### config.mk
export PLATFORM = sky130hd
export DESIGN_NAME = usb_packet_reader
export DESIGN_NICKNAME = d
export VERILOG_FILES = /design/src/rtl/usb_packet_reader_pkg.sv /design/src/rtl/d_flipflop_pair.sv /design/src/rtl/usb_packet_reader_decoder.sv /design/src/rtl/usb_packet_reader.sv
export SDC_FILE = /design/constraint.sdc
export NUM_CORES = 1
export LEC_CHECK = 0
export CAP_MARGIN = 10
export CORE_UTILIZATION = 55
export DETAILED_ROUTE_END_ITERATION = 16
export PLACE_DENSITY = 0.81
export SLEW_MARGIN = 40
export SYNTH_ARGS = -nofsm -noshare
export SYNTH_HDL_FRONTEND = slang
export SYNTH_SLANG_ARGS = --single-unit
### constraint.sdc
create_clock -name mclk -period 3.7 [get_ports mclk]
set_clock_uncertainty 0.2 [all_clocks]
set_input_delay 0.74 -clock mclk [delete_from_list [all_inputs] [get_ports mclk]]
set_output_delay 0.74 -clock mclk [all_outputs]
set_load 0.02 [all_outputs]
### src/rtl/usb_packet_reader_pkg.sv
// Shared definitions for the FX2 packet stream: header values, FIFO addresses,
// packet length and the byte-read FSM encoding.
package usb_packet_reader_pkg;

  localparam logic [7:0] PKT_DATA_HDR = 8'hAA;
  // Value of byte-0 bit 7 that marks an address packet
  localparam logic       PKT_ADDR_MSB = 1'b0;
  localparam logic [1:0] FIFOADR_EP2  = 2'b00;
  localparam logic [1:0] FIFOADR_EP6  = 2'b10;
  localparam int         PKT_LEN      = 3;

  typedef enum logic [2:0] {
    ST_IDLE,
    ST_OE,
    ST_SAMPLE,
    ST_STROBE,
    ST_SETTLE
  } rd_state_e;

  typedef struct packed {
    logic        is_data;
    logic [22:0] addr;
    logic [15:0] data;
  } cmd_t;

endpackage

### src/rtl/d_flipflop_pair.sv
// Two-flop synchroniser for a single asynchronous level.
module d_flipflop_pair (
  input  logic clk,
  input  logic rst_n,
  input  logic d_i,
  output logic q_o
);

  logic meta_q, sync_q;

  always_ff @(posedge clk or negedge rst_n) begin
    if (!rst_n) begin
      meta_q <= 1'b0;
      sync_q <= 1'b0;
    end else begin
      meta_q <= d_i;
      sync_q <= meta_q;
    end
  end

  assign q_o = sync_q;

endmodule

### src/rtl/usb_packet_reader_decoder.sv
// Byte-stream packet decoder: header check, payload assembly, command register
// with valid/ready hold, packet and sync-error counters.
module usb_packet_reader_decoder
  import usb_packet_reader_pkg::*;
(
  input  logic        clk,
  input  logic        rst_n,
  input  logic        byte_vld_i,
  input  logic [7:0]  byte_i,
  input  logic        cmd_ready_i,
  output cmd_t        cmd_o,
  output logic        cmd_valid_o,
  output logic        sync_err_o,
  output logic [15:0] pkt_count_o,
  output logic [7:0]  err_count_o
);

  logic [1:0]  idx_q, idx_d;
  logic        hdr_q, hdr_d;
  logic [6:0]  b0_q, b0_d;
  logic [7:0]  b1_q, b1_d;
  cmd_t        cmd_q, cmd_d;
  logic        valid_q, valid_d;
  logic        serr_q, serr_d;
  logic [15:0] pkt_q, pkt_d;
  logic [7:0]  err_q, err_d;

  always_comb begin
    idx_d   = idx_q;
    hdr_d   = hdr_q;
    b0_d    = b0_q;
    b1_d    = b1_q;
    cmd_d   = cmd_q;
    serr_d  = 1'b0;
    pkt_d   = pkt_q;
    err_d   = err_q;
    // A completion in the same cycle as a handshake overrides the clear below
    valid_d = valid_q && !cmd_ready_i;
    if (byte_vld_i) begin
      if (idx_q == 2'd0) begin
        if (byte_i[7] == PKT_ADDR_MSB) begin
          hdr_d = 1'b0;
          b0_d  = byte_i[6:0];
          idx_d = 2'd1;
        end else if (byte_i == PKT_DATA_HDR) begin
          hdr_d = 1'b1;
          idx_d = 2'd1;
        end else begin
          serr_d = 1'b1;
          if (err_q != 8'hFF) err_d = err_q + 8'd1;
        end
      end else if (idx_q == 2'd1) begin
        b1_d  = byte_i;
        idx_d = 2'(PKT_LEN - 1);
      end else begin
        cmd_d.is_data = hdr_q;
        if (hdr_q) cmd_d.data = {b1_q, byte_i};
        else       cmd_d.addr = {b0_q, b1_q, byte_i};
        valid_d = 1'b1;
        pkt_d   = pkt_q + 16'd1;
        idx_d   = 2'd0;
      end
    end
  end

  always_ff @(posedge clk or negedge rst_n) begin
    if (!rst_n) begin
      idx_q   <= 2'd0;
      hdr_q   <= 1'b0;
      b0_q    <= '0;
      b1_q    <= '0;
      cmd_q   <= '0;
      valid_q <= 1'b0;
      serr_q  <= 1'b0;
      pkt_q   <= '0;
      err_q   <= '0;
    end else begin
      idx_q   <= idx_d;
      hdr_q   <= hdr_d;
      b0_q    <= b0_d;
      b1_q    <= b1_d;
      cmd_q   <= cmd_d;
      valid_q <= valid_d;
      serr_q  <= serr_d;
      pkt_q   <= pkt_d;
      err_q   <= err_d;
    end
  end

  assign cmd_o       = cmd_q;
  assign cmd_valid_o = valid_q;
  assign sync_err_o  = serr_q;
  assign pkt_count_o = pkt_q;
  assign err_count_o = err_q;

endmodule

### src/rtl/usb_packet_reader.sv
// Drains the FX2 EP2 OUT FIFO with SLOE/SLRD strobes and hands each byte to
// the packet decoder; stalls new reads while a command is held by the consumer.
module usb_packet_reader
  import usb_packet_reader_pkg::*;
#(
  parameter int OE_SETUP    = 2,
  parameter int RD_PULSE    = 2,
  parameter int FLAG_SETTLE = 3
) (
  input  logic        mclk,
  input  logic        reset,
  input  logic [7:0]  usb_d,
  input  logic        usb_flaga,
  output logic [1:0]  usb_fifoadr,
  output logic        usb_sloe,
  output logic        usb_slrd,
  output logic        cmd_valid,
  input  logic        cmd_ready,
  output logic        cmd_is_data,
  output logic [22:0] cmd_addr,
  output logic [15:0] cmd_data,
  output logic        sync_err,
  output logic [15:0] pkt_count,
  output logic [7:0]  err_count
);

  localparam int CW = 4;
  localparam logic [CW-1:0] OE_LAST  = CW'(OE_SETUP - 1);
  localparam logic [CW-1:0] RD_LAST  = CW'(RD_PULSE - 1);
  localparam logic [CW-1:0] SET_LAST = CW'(FLAG_SETTLE - 1);

  rd_state_e     state_q, state_d;
  logic [CW-1:0] cnt_q, cnt_d;
  logic          sloe_q, slrd_q;
  logic          flaga_sync, fifo_empty;
  cmd_t          cmd;

  d_flipflop_pair u_flag_sync (
    .clk   (mclk),
    .rst_n (reset),
    .d_i   (usb_flaga),
    .q_o   (flaga_sync)
  );

  assign fifo_empty = !flaga_sync;

  always_comb begin
    state_d = state_q;
    cnt_d   = cnt_q;
    unique case (state_q)
      ST_IDLE: begin
        if (!fifo_empty && !(cmd_valid && !cmd_ready)) begin
          state_d = ST_OE;
          cnt_d   = '0;
        end
      end
      ST_OE: begin
        if (cnt_q == OE_LAST) state_d = ST_SAMPLE;
        else                  cnt_d   = cnt_q + 1'b1;
      end
      ST_SAMPLE: begin
        state_d = ST_STROBE;
        cnt_d   = '0;
      end
      ST_STROBE: begin
        if (cnt_q == RD_LAST) begin
          state_d = ST_SETTLE;
          cnt_d   = '0;
        end else begin
          cnt_d = cnt_q + 1'b1;
        end
      end
      ST_SETTLE: begin
        if (cnt_q == SET_LAST) state_d = ST_IDLE;
        else                   cnt_d   = cnt_q + 1'b1;
      end
      default: state_d = ST_IDLE;
    endcase
  end

  // Pin strobes are registered from the next state so they switch glitch-free
  always_ff @(posedge mclk or negedge reset) begin
    if (!reset) begin
      state_q <= ST_IDLE;
      cnt_q   <= '0;
      sloe_q  <= 1'b1;
      slrd_q  <= 1'b1;
    end else begin
      state_q <= state_d;
      cnt_q   <= cnt_d;
      sloe_q  <= !(state_d inside {ST_OE, ST_SAMPLE, ST_STROBE});
      slrd_q  <= (state_d != ST_STROBE);
    end
  end

  usb_packet_reader_decoder u_dec (
    .clk         (mclk),
    .rst_n       (reset),
    .byte_vld_i  (state_q == ST_SAMPLE),
    .byte_i      (usb_d),
    .cmd_ready_i (cmd_ready),
    .cmd_o       (cmd),
    .cmd_valid_o (cmd_valid),
    .sync_err_o  (sync_err),
    .pkt_count_o (pkt_count),
    .err_count_o (err_count)
  );

  assign usb_fifoadr = FIFOADR_EP2;
  assign usb_sloe    = sloe_q;
  assign usb_slrd    = slrd_q;
  assign cmd_is_data = cmd.is_data;
  assign cmd_addr    = cmd.addr;
  assign cmd_data    = cmd.data;

endmodule
== After elaboration in Yosys (flattened, before gate mapping) ==
Index checks and enable logic that the tools add are counted.

* Bits in registers: 95
* Bits of input ports: 12
* Output and inout bits: 70
* Word-level logic and storage cells: 84

* Add/sub/neg operators: 3
* Equal/unequal tests: 18
* Muxes and demuxes: 23
* Bitwise gates (word level): 5
* Reductions and logical operators: 18

{| class="wikitable"
|+ Operators by type and width
! cell !! count
|-
| 4-bit case mux with 5 select lines || 1
|-
| 16-bit by 1-bit adder with 16-bit output, second input constant || 1
|-
| 4-bit 2-to-1 mux || 4
|-
| 3-bit case mux with 5 select lines || 1
|-
| 3-bit by 2-bit == test with 1-bit output, second input constant || 4
|-
| 3-bit 2-to-1 mux || 4
|-
| 3-bit AND reduction || 4
|-
| 4-bit AND reduction || 3
|-
| 1-bit 2-to-1 mux || 9
|-
| 8-bit by 1-bit adder with 8-bit output, second input constant || 1
|-
| 8-bit == test, second input constant || 1
|-
| 2-bit 2-to-1 mux || 4
|-
| 8-bit != test, second input constant || 1
|-
| 3-bit by 1-bit == test with 1-bit output, second input constant || 2
|-
| 2-bit != test, second input constant || 3
|-
| 1-bit NOT || 5
|-
| 5-bit AND reduction || 1
|-
| 5-bit nonzero test || 1
|-
| 4-bit by 1-bit adder with 4-bit output, second input constant || 1
|-
| 4-bit by 1-bit == test with 1-bit output, second input constant || 1
|-
| 4-bit by 2-bit == test with 1-bit output, second input constant || 1
|-
| 3-bit == test, second input constant || 1
|-
| 1-bit zero test || 3
|-
| 3-bit zero test || 1
|-
| other kinds (8) || 9
|}

== Longest topological paths before layout ==
* Word-level depth: 9
* Gate-level depth with buffers: 7
* Mapped depth without buffers: 6

== Modules after synthesis ==
Synthesis repeated with hierarchy kept, for this count alone.

* Cell total of the unflattened synthesis: 297
* Area, all modules: 3,997.6 µm²

{| class="wikitable"
|+ Modules (own cells, without submodules)
! module !! times used !! cells an instance !! area an instance (µm²) !! sequential area each (µm²)
|-
| usb_packet_reader_decoder || 1 || 238 || 3,367.0 || 2,102.0
|-
| usb_packet_reader || 1 || 57 || 580.6 || 227.7
|-
| d_flipflop_pair || 1 || 2 || 50.0 || 50.0
|}

== Worst setup path after synthesis ==
Ideal clock, no wire load.

* Kind: register to register
* Start point: register state_q[0]
* End point: register u_dec.err_q[6], in the netlist u_dec.err_count_o[6]
* Library setup time: 0.128 ns
* Arrival: 2.019 ns
* Required time: 3.372 ns
* Slack: 1.353 ns
* Stages on the path, launching flop included: 8
* Path buffers: 3
* Period minus slack after synthesis: 2.347 ns
* Cell sequence: dfrtp_1 -> buf_2 -> or3b_1 -> buf_2 -> or3_1 -> buf_6 -> nor4b_4 -> mux2_1

* Word-level cells in the longest chain between the ends: 2

{| class="wikitable"
|+ RTL lines
! element !! RTL line !! source
|-
| start: declaration || usb_packet_reader.sv:32 || <nowiki>rd_state_e state_q, state_d;</nowiki>
|-
| start signal: assignment || usb_packet_reader.sv:89 || <nowiki>state_q <= state_d;</nowiki>
|-
| 3-bit by 2-bit == test with 1-bit output || usb_packet_reader.sv:99 || <nowiki>.byte_vld_i (state_q == ST_SAMPLE),</nowiki>
|-
| 5-bit AND reduction (no source line) || n/a ||
|-
| end signal: assignment || usb_packet_reader_decoder.sv:86 || <nowiki>err_q <= err_d;</nowiki>
|-
| end: declaration || usb_packet_reader_decoder.sv:26 || <nowiki>logic [7:0] err_q, err_d;</nowiki>
|}

Every way passes these cells.
A chain may end at the register's enable or synchronous reset.

== Final worst setup path ==
* Start point: register state_q[2]
* End point: register u_dec.err_q[6], in the netlist u_dec.err_count_o[6]

The elaborated chain is that of the path after synthesis.

==> results.md <==
Power:
- For this design the total switching power over the nets is around 0.0011 W.
- The cell leakage power is between 2 and 2.5 nW.
- The clock network power share is 20.8%.
- The power density normalized to cell area is 663.9 nW/um2.
- The share of power burned in registers is 45.7%.
- In this run switching power makes up 33.70% of total power.
- Of the total power, combinational logic draws 33.5%.
- The internal portion of the total power is 0.002234 W.
- The largest voltage drop on the vdd net is around 0.45 mV.

Timing:
- The final hold slack is 0.1692 ns.
- Measured against its own limit, the worst slew margin works out to 47.07%.
- The sum of negative setup slack is 0 ns.
- For this run, the top clock speed supported by timing is 377.8 MHz.
- Subtracting the final worst setup slack from the clock period gives 2.647 ns.
- The count of final hold-check violations came to 0.
- The final critical path takes up between 70% and 80% of the cycle.
- The final setup slack of the worst path is 1.053 ns.
- The number of setup violations in the final report is 0.
- The number of max-slew violations in the final report is 0.
- Setup repair after global routing left no endpoint under its margin.
- The transition time at the pin with the least slew margin is 0.7879 ns.

Place:
- The weighted congestion at the end of routability-driven global placement is ~0.79.
- Once detailed placement completed, the half-perimeter wirelength came to 5462 um.
- The count of input and output buffers is 79.
- The number of instances in the placed design is 463.
- The setup slack after placement is about 0.7 ns.

Setup path:
- The endpoint kind of the worst setup timing path is a flip-flop.
- The logic depth of the worst register-to-register path is 4.
- The worst endpoint data arrival time is 2.69 ns.
- The critical path is of the flip-flop to flip-flop type.
- The element type at the critical path start is a flip-flop.
- Data on the critical path is required at its endpoint by 3.74 ns.
- Of all nets on the critical path, the largest fanout is 12.
- In this run the critical register-to-register path is captured at u_dec.err_count_o[6].
- The reg-to-reg startpoint is state_q[2].
- The setup check on the worst reg-to-reg path leaves a slack of 1.05 ns.

Routing:
- In the routed design, unresolved DRC markers number 0.
- In the final routed layout, each cell accounts on average for 16.19 um.
- The detailed-routing iteration count for the pre-antenna-repair pass is 4.
- Wires add up to 7753 um.
- In this run the remaining antenna-violating nets after routing total 0.
- The total vias in the final route is 2567.
- The detailed router finished its first iteration with 127 violations.
- The number of vias per cell is 5.359.

Synthesis:
- Ranked by total cell area, the synthesized netlist is headed by sky130_fd_sc_hd__dfrtp_1 58%, sky130_fd_sc_hd__mux2_2 15%, sky130_fd_sc_hd__xnor2_1 2.8%.
- For this run, the number of Yosys warnings is 0.
- The most frequent cell after synthesis is sky130_fd_sc_hd__dfrtp_1.
- The post-synthesis cell type count is 48.
- Of all flip-flops after synthesis, the portion carrying an async set or reset was 100.0%.
- The area share of the largest cell type after synthesis is 58.12%.
- Yosys mapped a number of flops with a built-in enable equal to 0.
- Among all flip-flop cells after synthesis, the most frequent one is sky130_fd_sc_hd__dfrtp_1.
- Summing every instance area after synthesis gives 4004 um2.
- Sequential elements use 59.44% of the synthesized area.
- The gate count of the mapped netlist is 297.
- Of all cell types, the one taking the most synthesized area is sky130_fd_sc_hd__dfrtp_1.
- The average cell area after synthesis is 13.48 um2.
- Sorting the synthesized cells by how often they occur yields 93 x sky130_fd_sc_hd__dfrtp_1, 55 x sky130_fd_sc_hd__mux2_2, 23 x sky130_fd_sc_hd__nand2_1.
- The number of synthesized register bits is 95.

Cells and area:
- The final-layout fill cell count is 487.
- The final standard cell count with taps included and fillers excluded is 479.
- The combined area of the multi-input logic cells is 1541 um2.
- 0 antenna diodes ended up in the layout.
- The layout-stage area growth over the synthesis result is 26.78%.
- The fraction of final layout cells with drive strength greater than 1 is between 20% and 30%.
- The sequential cells in the finished layout cover a total of ~2400 um2.
- In the final design database the tool counted 395 nets.

CTS:
- The maximum root-to-sink buffer count is 2.
- The number of gates resized after CTS was 0.
- The tree is rooted in a sky130_fd_sc_hd__clkbuf_8.
- Counting every sink on the clock net gives 95.
- For this design, the CTS-stage hold fixing added 0 buffers.
- The later-pin clock latency in the skew report is 0.36 ns.
- The number of CTS-inserted buffers is 9.
- The clock tree synthesis step divided the H-tree into 3 levels.
- TritonCTS built the clock tree.
- The clock-pin slew of the registers on the worst-case setup and hold paths is ~0.090 ns.
- Buffers added to address setup during post-CTS repair amount to 0.

Floorplanning:
- 82 I/O pins were placed.
- The count of standard-cell rows is 30.
- The die covers 7625 um2.
- In this run the horizontal extent of the chip is ~87 um.
- The overall die height is 87.32 um.
- The core area is between 6000 and 7000 um2.
- Once the floorplan was initialized, standard cells occupied 57.97% of the core.

Global route:
- The first-pass GRT wire length is 13120 um.
- The maximum number of pins on one net before global-route repair is 87.
- The initial antenna violation count was 0.
- The total overflow reported by the global router is 0.
- The total routing usage reported by global routing is 22.65%.
- The via count of the first global-routing pass was 2663.

Min path:
- Along the worst hold path, the cell count comes to 0.
- The class of the most critical hold timing path is flip-flop to flip-flop.
- The end point of the worst hold path is u_flag_sync.q_o.
- The startpoint identified for the worst hold timing path is u_flag_sync.meta_q.

Status:
- The run finished with clean final reports.

Job:
- The count of max-cap constraint violations is 0.
-- state kept, by name (all words and copies together), names as in the netlist, 2 cells and up --
register,flops
u_dec.err_count_o,8
u_dec.idx_q,2
u_dec.b1_q,8
u_dec.cmd_o,40
cnt_q,4
state_q,3
u_dec.b0_q,7
u_dec.pkt_count_o,16
-- power by group through the flow --
| stage | logic, W | registers, W | clock network (W) |
|---|---|---|---|
| 2_1_floorplan | 0.000586 | 0.00165 | 0 |
| 3_3_place_gp | 0.00111 | 0.00155 | 0 |
| 3_5_place_dp | 0.00113 | 0.00156 | 0 |
| 4_1_cts | 0.00114 | 0.00154 | 0.000714 |
| 5_1_grt | 0.00123 | 0.00158 | 0.000756 |
| 6_report | 0.00113 | 0.00154 | 0.000702 |
-- cells by family after synthesis --
kind of cell,Yosys count,share of synthesized area [%]
other,1,0.09366
AOI/OAI and AO/OA,15,3.063
and+or+nand+nor,84,12.53
buffers and inverters,17,2.219
adders and majority gates,5,1.563
DFF,95,59.44
muxes,58,16.28
xor gates and xnor gates,22,4.813
-- cell type report --
class                      count  share of cell area (%)
clock buffer                  10                   2.711
clock inverter                 6                   1.356
inverter                       5                  0.3697
multi-input combinational    186                   30.37
sequential                    95                   46.88
tap                           96                   2.366
timing repair buffer          81                   15.95
-- worst max path at each step --
stage                           from  slack [ns]              endpoint
after global routing      state_q[2]        0.92  u_dec.err_count_o[6]
after CTS                 state_q[2]        1.05  u_dec.err_count_o[6]
final                     state_q[2]        1.05  u_dec.err_count_o[6]
after global placement      usb_d[5]        0.80  u_dec.err_count_o[1]
after floorplan           state_q[0]        1.35  u_dec.err_count_o[6]
after detailed placement    usb_d[5]        0.69  u_dec.err_count_o[1]
-- through the flow --
| stage | power [W] | util (%) | area [um2] |
|---|---|---|---|
| final | 0.003370 | 73.50 | 5076 |
| after global routing | 0.003572 | 73.50 | 5076 |
| after CTS | 0.003396 | 73.46 | 5074 |
| after detailed placement | 0.002697 | 70.47 | 4867 |
| after global placement | 0.002658 | 70.42 | 4863 |
| after floorplan | 0.002240 | - | 4008 |
-- placed cells by master (no fill, tap or decap), types with 3 or more instances in the layout --
cell type	n
sky130_fd_sc_hd__inv_1	5
sky130_fd_sc_hd__xor2_1	9
sky130_fd_sc_hd__nor3_1	5
sky130_fd_sc_hd__dfrtp_1	93
sky130_fd_sc_hd__nor2_1	9
sky130_fd_sc_hd__xnor2_1	13
sky130_fd_sc_hd__clkdlybuf4s50_1	78
sky130_fd_sc_hd__nand3_1	11
sky130_fd_sc_hd__ha_1	5
sky130_fd_sc_hd__and3_1	4
sky130_fd_sc_hd__nand4_1	5
sky130_fd_sc_hd__nand2_1	23
sky130_fd_sc_hd__clkbuf_8	11
sky130_fd_sc_hd__and2_1	3
sky130_fd_sc_hd__mux2_2	55
sky130_fd_sc_hd__nand2b_1	3
-- routing by layer --
metal,up-vias,routed length [um],global-route usage (%)
li1,1213,-,-
met1,1276,3421,28.84
met2,71,3784,37.71
met3,7,477,6.825
met4,0,68,6.259
met5,-,0,0
-- critical path, cell delays in order, from the launching register on --
cell and delay [ns]:
sky130_fd_sc_hd__dfrtp_1 0.51, sky130_fd_sc_hd__or3b_1 0.52, sky130_fd_sc_hd__or3_1 0.59, sky130_fd_sc_hd__nor4b_4 0.36
sky130_fd_sc_hd__mux2_1 0.34
Power figures use the tool's default switching activity.
